$ cat config.mk
export PLATFORM = sky130hd
export DESIGN_NAME = mlm_par_sched
export DESIGN_NICKNAME = d
export VERILOG_FILES = /design/src/rtl/mlm_par_sched.sv
export SDC_FILE = /design/constraint.sdc
export NUM_CORES = 1
export LEC_CHECK = 0
export CORE_MARGIN = 2
export CORE_UTILIZATION = 40
export CTS_CLUSTER_SIZE = 10
export DETAILED_ROUTE_END_ITERATION = 8
export PLACE_DENSITY = 0.8
export SYNTH_ARGS = -nofsm -noshare
export SYNTH_HDL_FRONTEND = slang
export SYNTH_SLANG_ARGS = --single-unit
export TNS_END_PERCENT = 50
$ cat constraint.sdc
create_clock -name clk -period 3.4 [get_ports clk]
set_input_delay 1.02 -clock clk [delete_from_list [all_inputs] [get_ports clk]]
set_output_delay 1.02 -clock clk [all_outputs]
set_load 0.02 [all_outputs]
$ cat src/rtl/mlm_par_sched.sv
// Round-robin front end for a single shared mlm_par parity unit.
// One requester is granted from IDLE, and its data is registered onto par_i.
// The parity is captured one cycle later and presented as a response.
// The response is held until the consumer accepts it.
//
// Response handshake: a response transfers on a rising clk edge where
// rsp_valid and rsp_ready are both high. While rsp_valid is high, rsp_id,
// rsp_data and rsp_par stay stable. rsp_ready is ignored while rsp_valid is low.
module mlm_par_sched #(
    parameter  int NREQ = 4,
    parameter  int DW   = 16,
    parameter  int PW   = 5,
    localparam int IW   = $clog2(NREQ)
) (
    input  logic               clk,
    input  logic               rst_n,
    input  logic [NREQ-1:0]    req,
    input  logic [NREQ*DW-1:0] req_data,
    output logic [NREQ-1:0]    gnt,
    output logic [DW-1:0]      par_i,
    input  logic [PW-1:0]      par_p,
    output logic               rsp_valid,
    input  logic               rsp_ready,
    output logic [IW-1:0]      rsp_id,
    output logic [DW-1:0]      rsp_data,
    output logic [PW-1:0]      rsp_par,
    output logic [1:0]         dbg_state_o
);

    typedef enum logic [1:0] {
        ST_IDLE = 2'd0,
        ST_EVAL = 2'd1,
        ST_HOLD = 2'd2
    } state_e;

    state_e          state_q;
    logic [IW-1:0]   ptr_q;
    logic [DW-1:0]   par_i_q;
    logic            rsp_valid_q;
    logic [IW-1:0]   rsp_id_q;
    logic [DW-1:0]   rsp_data_q;
    logic [PW-1:0]   rsp_par_q;

    logic            sel_found_d;
    logic [IW-1:0]   sel_idx_d;
    logic [IW-1:0]   cand_d;
    logic [NREQ-1:0] gnt_d;

    // Pick the first active request after the last served index, wrapping modulo NREQ.
    // Starting at ptr+1 and ending at ptr makes the last winner the lowest priority.
    always_comb begin
        sel_found_d = 1'b0;
        sel_idx_d   = '0;
        cand_d      = '0;
        for (int i = 1; i <= NREQ; i++) begin
            cand_d = IW'((int'(ptr_q) + i) % NREQ);
            if (!sel_found_d && req[cand_d]) begin
                sel_found_d = 1'b1;
                sel_idx_d   = cand_d;
            end
        end
    end

    // Grant is a one-cycle pulse, only from IDLE, one-hot on the selected index.
    always_comb begin
        gnt_d = '0;
        if (state_q == ST_IDLE && sel_found_d) begin
            gnt_d = NREQ'(1) << sel_idx_d;
        end
    end

    // Scheduler FSM: all data-path registers are updated by the state transitions.
    always_ff @(posedge clk or negedge rst_n) begin
        if (!rst_n) begin
            state_q     <= ST_IDLE;
            ptr_q       <= IW'(NREQ - 1);
            par_i_q     <= '0;
            rsp_valid_q <= 1'b0;
            rsp_id_q    <= '0;
            rsp_data_q  <= '0;
            rsp_par_q   <= '0;
        end else begin
            case (state_q)
                ST_IDLE: begin
                    if (sel_found_d) begin
                        state_q  <= ST_EVAL;
                        par_i_q  <= req_data[int'(sel_idx_d)*DW +: DW];
                        rsp_id_q <= sel_idx_d;
                        ptr_q    <= sel_idx_d;
                    end
                end
                ST_EVAL: begin
                    // par_p has had a full cycle to settle from par_i_q.
                    state_q     <= ST_HOLD;
                    rsp_par_q   <= par_p;
                    rsp_data_q  <= par_i_q;
                    rsp_valid_q <= 1'b1;
                end
                ST_HOLD: begin
                    if (rsp_ready) begin
                        state_q     <= ST_IDLE;
                        rsp_valid_q <= 1'b0;
                    end
                end
                default: begin
                    state_q     <= ST_IDLE;
                    rsp_valid_q <= 1'b0;
                end
            endcase
        end
    end

    assign gnt         = gnt_d;
    assign par_i       = par_i_q;
    assign rsp_valid   = rsp_valid_q;
    assign rsp_id      = rsp_id_q;
    assign rsp_data    = rsp_data_q;
    assign rsp_par     = rsp_par_q;
    assign dbg_state_o = state_q;

endmodule

# Word level (Yosys, flattened, before mapping)
# Index checks and enable logic that the tools add are counted.
# word_totals
reg_bits	44
latch_bits	0
mem_bits_rw	0
rom_bits	0
input_bits	76
output_inout_bits	46
elab_cells	55
mem_count	0
# op_classes
add_sub_neg	4
multipliers	0
div	0
n_lt_le_gt_ge	4
n_eq_ne	4
n_shift	2
muxes	22
bitwise	1
n_reduce_logical	11
# ops
op	count
$shiftx 64x7->16	1
$lt 2x3->1 const B	4
$mux 2	6
$mux 1	9
$bmux 1 s2	4
$pmux 2 s3	1
$reduce_and 2->1	3
$add 2x1->2 const B	2
$add 2x2->2 const B	2
$logic_and 1x1->1	4
$mux 4	1
$ne 2x2->1 const B	2
$shl 1x2->4 const A	1
$logic_not 1->1	3
$pmux 1 s3	1
$eq 2x1->1 const B	1
$eq 2x2->1 const B	1
$logic_not 2->1	1
$not 1->1	1

# Logic depth before layout (Yosys ltp)
# Gate-level depths: netlist of the first run.
# depth
depth_word	15
ltp_mapped	7
ltp_nobuf	6

# Least setup slack after synthesis of the first run
# Ideal clock, no wire load.
# synth_path
kind	input port to output port
start	input req[3]
end	output gnt[1]
t_arrival_ps	2213
required_ps	2380
path_slack_ps	167
path_stages	5
path_buffers	1
cell_sequence	nor2b_1 or2b_1 o221ai_4 buf_2 nor2b_1
# synth_between
elab_chain_len	14
# synth_lines
item	line	text
start, declared	17	input logic [NREQ-1:0] req,
$bmux 1 s2	57	if (!sel_found_d && req[cand_d]) begin
$mux 1 (implied by the code)	57	
$mux 1	57	
$logic_not 1->1	57	
$logic_and 1x1->1	57	
$mux 1	57	
$logic_not 1->1	57	
$logic_and 1x1->1	57	
$mux 1	57	
$logic_not 1->1	57	
$logic_and 1x1->1	57	
$mux 2 / $mux 1 (equally long branches)	57	
$shl 1x2->4 / $logic_and 1x1->1 (equally long branches)	68, 67	
$mux 4 (*)	67	if (state_q == ST_IDLE && sel_found_d) begin
end, declared	19	output logic [NREQ-1:0] gnt,
# Mark *: on every way between the ends. The rest lies on a longest branch, timed or not. The select of a mux whose other input is x is not followed.

# Worst setup path after layout of the first run
# layout_path
start	input req[3]
end	output gnt[2]
# The elaborated chain is that of the path after synthesis.

==> results of run 1 <==
-- cell families after synthesis --
family | share of synthesized area [%]
AOI/OAI and AO/OA | 11.5
and+or+nand+nor | 15.0
DFF | 45.2
buffers and inverters | 4.20
muxes | 24.1
-- area by class of cell --
type | count | area (um^2) | area share, %
inverters | 1 | 3.75 | 0.0974
clock inverters | 3 | 46.3 | 1.20
repair buffers | 133 | 1280 | 33.1
clock buffers | 5 | 68.8 | 1.79
flip-flops and latches | 44 | 1100 | 28.6
well taps | 75 | 93.8 | 2.43
multi-input cells | 151 | 1260 | 32.7
-- through the flow --
step | utilization [%] | cell area [um^2] | cells | TNS (ns) | power, mW
CTS | 65.2 | 3860 | 412 | 0 | 3.58
floorplan | - | 2440 | 211 | 0 | 2.30
detailed placement | 62.9 | 3730 | 403 | -2.10 | 3.14
global placement | 62.9 | 3730 | 403 | -1.92 | 3.09
finish | 65.1 | 3850 | 412 | 0 | 3.53
global route | 65.1 | 3850 | 412 | 0 | 3.76
-- state kept, by name (all words and copies together), names as in the netlist --
signal       flops
ptr_q            2
dbg_state_o      2
rsp_data        16
rsp_valid        1
par_i           16
rsp_id           2
rsp_par          5
-- cell usage after synthesis, drive strengths merged, types with 2 or more instances --
| cell | number | area, um^2 |
|---|---|---|
| dfstp | 2 | 52.6 |
| nor2b | 5 | 31.3 |
| mux2 | 37 | 417 |
| buf | 13 | 91.3 |
| a21oi | 2 | 13.8 |
| clkbuf | 2 | 7.51 |
| nor2 | 9 | 33.8 |
| mux2i | 17 | 170 |
| nand2b | 2 | 12.5 |
| nand3 | 32 | 175 |
| nand2 | 22 | 82.6 |
| dfrtp | 42 | 1050 |
| o211ai | 16 | 200 |
-- layer usage --
layer  vias up  part of all wire (%)
met5         -                     0
met4         0                   1.7
met3        11                   5.8
met2        75                    51
met1      1033                    41
li1       1007                     -
-- how the worst max path moves through the flow --
stage / endpoint / slack, ns / cells after the start
6_report: gnt[2] / 0.06 / 6
5_1_grt: gnt[2] / 0.004 / 6
4_1_cts: gnt[2] / 0.09 / 6
3_5_place_dp: gnt[3] / -0.55 / 6
3_3_place_gp: gnt[1] / -0.50 / 6
2_1_floorplan: gnt[1] / 0.17 / 5
-- power by group --
| part | internal [mW] | total, mW | switching (mW) |
|---|---|---|---|
| Clock | 0.221 | 0.401 | 0.180 |
| Sequential | 0.803 | 0.973 | 0.170 |
| Combinational | 1.08 | 2.16 | 1.08 |
-- timing repair --
| item | CTS | global route |
|---|---|---|
| pin swaps | 1 | 0 |
| gates cloned | 0 | 0 |
| hold buffers | 0 | 0 |
| gates resized for setup | 27 | 2 |
| endpoints found under the setup margin | 4 | 1 |
| buffers inserted | 1 | 0 |
==> metrics.yaml, run 1 <==
worst_setup_path:
  crit_type: "primary input to primary output"
  cp_slowest_cell: "o31ai_4"
  worst_path_dominant_cell_family: "buffers and inverters"
  reg2reg_depth: 7
  startpoint_type: "primary input"
  r2r-end: "par_i[5]"
  timing.rr.start: "ptr_q[0]"
  crit_buf_inv: 2
  worstPathMaxFanout: 5
  regToRegSetupSlack_ns: 1.39
  cp_cell_sequence: "dlygate4sd2_1 -> and3b_1 -> o31ai_4 -> nand2b_4 -> nor2_1 -> clkdlybuf4s15_2"
  cp-startpoint: "req[3]"
  cp.required_ns: 2.38
  end_kind: "primary output"
  slowest_delay_ns: 0.30
  worstPathArrival_ns: 2.32
global_route:
  use_met2_pct: 32.9
  grt_pass1_wl_mm: 9.61
  grt-ovfl-total: 0
  antenna_found_initial: 0
  grt_pass1_vias: 1981
  grtUsageTotal_pct: 18.6
  busiest_layer: "met2"
  grt_max_degree: 45
  grtUsageMet3_pct: 3.48
  use_met1_pct: 23.4
clocking:
  cts-root-buf: "clkbuf_8"
  cts.sinks: 44
  clk_pin_slew_ns: 0.09
  clockBufferDepth: 2
  clkLatencyLatePin_ns: 0.29
  cts_buffers: 5
  h-tree-depth: 2
  cts_tree: "yes"
timing:
  fmax_mhz: 300
  maxSlewHeadroom_pct: 35.6
  hold_slack_ns: 0.481
  rsz0062_at_grt: "no"
  finalCritPeriodShare_pct: 98.1
  min_period_ns: 3.34
  setup_slack_ns: 0.0634
  slew_viol_final: 0
  setup-violations-final: 0
  tightest_slew_ns: 0.966
  skew_ns: 0.00496
  final_hold_viol_count: 0
final_layout:
  antenna_cells: 0
  final_cell_mix: "clkdlybuf4s50_1 (112), dfrtp_1 (42), mux2_2 (37), nand3_1 (29), nand2_1 (21)"
  fillers: 488
  syn_to_final_growth_pct: 58.0
  nets: 412
  final_common_cell: "clkdlybuf4s50_1"
  drive_gt1_share_pct: 27.9
detailed_routing:
  routedWlPerCell_um: 15.3
  drtAntennaViolNets: 0
  remaining_drc_errors: 0
  vias: 2126
  drt_iter0_drc: 52
  routed_wl_mm: 6.31
  firstDrtPassIters: 6
  vias_per_cell: 5.16
floorplanning:
  die_w_um: 82.1
  rows: 28
  dieArea_um2: 6740
  start_util_pct: 41.2
  die_h_um: 82.1
  core_area_um2: 5920
  boundaryPins: 122
logic_synthesis:
  async_flop_share_pct: 100
  synth.distinct_cells: 27
  synth.avg_cell_area_um2: 11.6
  ys_warn_count: 0
  synth_nets: 287
  ys_ff_latch: 44
  synth_edf_count: 0
  synth_ff_type: "dfrtp_1"
  syn_inst: 211
  ys_seq_area_share_pct: 45.2
  syn_area_um2: 2440
place:
  gp_congestion: 0.736
  io_buffers: 121
  dp_hpwl_mm: 4.74
  pre_cts_slack_ns: -0.548
status:
  status: "complete, no violations"
min_path:
  min_path_cells: 1
  worstHoldStart: "rsp_valid"
  hold_end: "rsp_valid"
  hold_path_class: "flop to flop"
pwr:
  power_density_nw_per_um2: 917
  vdd_ir_drop_max_v: 0.000533
  power.leakage_nw: 1.61
run:
  maxCapViolCount: 0
Note: power is estimated with default switching activity, not from simulation.
==> run 2, diff against run 1 <==
--- a/config.mk
+++ b/config.mk
@@ -6,10 +6,10 @@
 export NUM_CORES = 1
 export LEC_CHECK = 0
 export CORE_MARGIN = 2
-export CORE_UTILIZATION = 40
+export CORE_UTILIZATION = 36
 export CTS_CLUSTER_SIZE = 10
 export DETAILED_ROUTE_END_ITERATION = 8
-export PLACE_DENSITY = 0.8
+export PLACE_DENSITY = 0.76
 export SYNTH_ARGS = -nofsm -noshare
 export SYNTH_HDL_FRONTEND = slang
 export SYNTH_SLANG_ARGS = --single-unit
==> constraint.sdc (replaced) <==
create_clock -name clk -period 2.8 [get_ports clk]
set_input_delay 0.84 -clock clk [delete_from_list [all_inputs] [get_ports clk]]
set_output_delay 0.84 -clock clk [all_outputs]
set_load 0.02 [all_outputs]
==> run 2 against run 1 <==
Against the previous run:
- critical path depth up 1
- critical endpoint is now gnt[0]
- clock skew grew 0.0045 ns
- worst setup slack worse by 0.019 ns
==> metrics.yaml, run 2 (same netlist as run 1, synthesis figures left out) <==
status:
  status: "complete, no violations"
detailed_routing:
  firstDrtPassIters: 4  # -2
  remaining_drc_errors: 0  # unchanged
  drt_iter0_drc: 50  # -3.8%
  routedWlPerCell_um: 15.7  # +2.4%
  routed_wl_mm: 6.56  # +3.8%
  drtAntennaViolNets: 0  # unchanged
  vias: 2094  # -1.5%
  vias_per_cell: 5.01  # -2.9%
min_path:
  hold_path_class: "flop to flop"
clocking:
  clkLatencyLatePin_ns: 0.29  # about the same
  cts-root-buf: "clkbuf_8"
  h-tree-depth: 2  # unchanged
  cts_buffers: 5  # unchanged
  postCtsHoldBufs: 0  # unchanged
  clk_pin_slew_ns: 0.08  # about the same
  cts_tree: "yes"
  clockBufferDepth: 2  # unchanged
  cts.sinks: 44  # unchanged
final_layout:
  final_cell_mix: "clkdlybuf4s50_1 (112), dfrtp_1 (42), mux2_2 (37), nand3_1 (29), nand2_1 (20)"
  nets: 414  # +0.49%
  antenna_cells: 0  # unchanged
  final_common_cell: "clkdlybuf4s50_1"
  finalInstanceArea_um2: 3840  # -0.32%
  syn_to_final_growth_pct: 57.5
  fillers: 600  # +23%
  drive_gt1_share_pct: 29.6  # +1.7 points
global_route:
  grt_max_degree: 45  # unchanged
  antenna_found_initial: 0  # unchanged
  grt-ovfl-total: 0  # unchanged
  grtUsageTotal_pct: 17.7  # -0.95 points
  grt_pass1_vias: 2067  # +4.3%
  grt_pass1_wl_mm: 10.3  # +7.5%
timing:
  final_hold_viol_count: 0  # unchanged
  hold_slack_ns: 0.491  # +0.00984 ns
  setup_tns_ns: 0  # unchanged
  maxSlewHeadroom_pct: 62.8  # +27 points
  finalCritPeriodShare_pct: 98.4
  tightest_slew_ns: 0.555  # -0.411 ns
  min_period_ns: 2.76
  skew_ns: 0.00944  # +0.00448 ns
  fmax_mhz: 363
  setup-violations-final: 0  # unchanged
  slew_viol_final: 0  # unchanged
worst_setup_path:
  crit_type: "primary input to primary output"
  end_kind: "primary output"
  worstPathArrival_ns: 1.92  # -0.40 ns
  cp.required_ns: 1.96  # -0.42 ns
  worstPathMaxFanout: 4  # -1
  startpoint_type: "primary input"
floorplanning:
  dieArea_um2: 7450  # +11%
  die_w_um: 86.3  # +5.1%
  boundaryPins: 122  # unchanged
  core_area_um2: 6680  # +13%
  rows: 30  # +7.1%
  die_h_um: 86.3  # +5.1%
  start_util_pct: 36.5  # -4.7 points
pwr:
  vdd_ir_drop_max_v: 0.000861  # +61%
  pwr-share-clk_pct: 9.0  # -2.4 points
  p_sw_mw: 1.76  # +23%
  switching_share_pct: 41.6  # +1.1 points
  power_density_nw_per_um2: 1100  # +20%
  power.leakage_nw: 1.61  # about the same
  p_int_mw: 2.47  # +17%
  seq_power_share_pct: 28.0  # +0.5 points
  p_comb_share_pct: 63.0  # +1.9 points
run:
  maxCapViolCount: 0  # unchanged
place:
  dpl_cell_area_um2: 3740  # +0.44%
  gp_congestion: 0.722  # -1.9%
  io_buffers: 121  # unchanged
  dp_hpwl_mm: 4.85  # +2.3%
run 2: cell count changes in the layout (fill, tap and decap cells not counted), sizes merged:
cell and delta:
clkdlybuf4s15 -1, bufinv -1, dlygate4sd2 -3, clkinv +1, inv -1, buf +6
run 2: stage by stage:
| step | instances | worst slack [ns] | power, mW | util (%) |
|---|---|---|---|---|
| 3_3_place_gp | 409 | -0.737 | 3.77 | 56.0 |
| 4_1_cts | 418 | 0.0237 | 4.26 | 57.4 |
| 3_5_place_dp | 409 | -0.850 | 3.84 | 56.0 |
| 5_1_grt | 418 | -0.00541 | 4.51 | 57.5 |
| 6_report | 418 | 0.0447 | 4.23 | 57.5 |
| 2_1_floorplan | 211 | -0.0727 | 2.79 | - |
run 2: final cells by class:
type / count / area [um^2] / area share (%)
Multi-Input combinational cell: 151 / 1280 / 33.2
Timing Repair Buffer: 135 / 1280 / 33.2
Sequential cell: 44 / 1100 / 28.7
Tap cell: 80 / 100 / 2.61
Clock buffer: 5 / 68.8 / 1.79
Clock inverter: 2 / 12.5 / 0.326
Inverter: 1 / 3.75 / 0.0977
run 2: power groups by stage:
stage | logic (mW) | registers, mW | clock network, mW
finish | 2.66 | 1.18 | 0.380
global route | 2.87 | 1.23 | 0.411
CTS | 2.68 | 1.19 | 0.389
detailed placement | 2.64 | 1.20 | 0
global placement | 2.59 | 1.18 | 0
floorplan | 1.25 | 1.54 | 0
run 2: per-layer routing:
metal / part of all wire, % / vias up / GRT usage, %
li1: - / 1010 / -
met1: 43 / 1014 / 22.5
met2: 50 / 63 / 30.3
met3: 5.5 / 7 / 4.19
met4: 0.93 / 0 / 4.40
met5: 0 / - / 0
run 2: what timing repair did:
item | CTS | global route
hold endpoints to repair | 0 | 0
buffers inserted | 2 | 0
setup endpoints to repair | 4 | 2
gates resized for setup | 37 | 5
pin swaps | 2 | 2
run 2: path summary, 6_finish.rpt:
path,slack (ns),endpoint,cells after the start,from
min in group asynchronous,0.62,rsp_par[3],2,rst_n
worst min-delay path,0.49,rsp_valid,1,rsp_valid
worst min register to register,0.49,rsp_valid,1,rsp_valid
max in group asynchronous,1.79,ptr_q[0],2,rst_n
worst max register to register,0.74,par_i[14],7,ptr_q[0]
worst max-delay path,0.04,gnt[0],7,req[1]
run 2: worst max-delay path: stages:
cell and delay (ns):
buf_2 0.13, or4_4 0.55, nand2_4 0.08, inv_2 0.05, nand2_4 0.07, nor2_1 0.04, buf_4 0.16
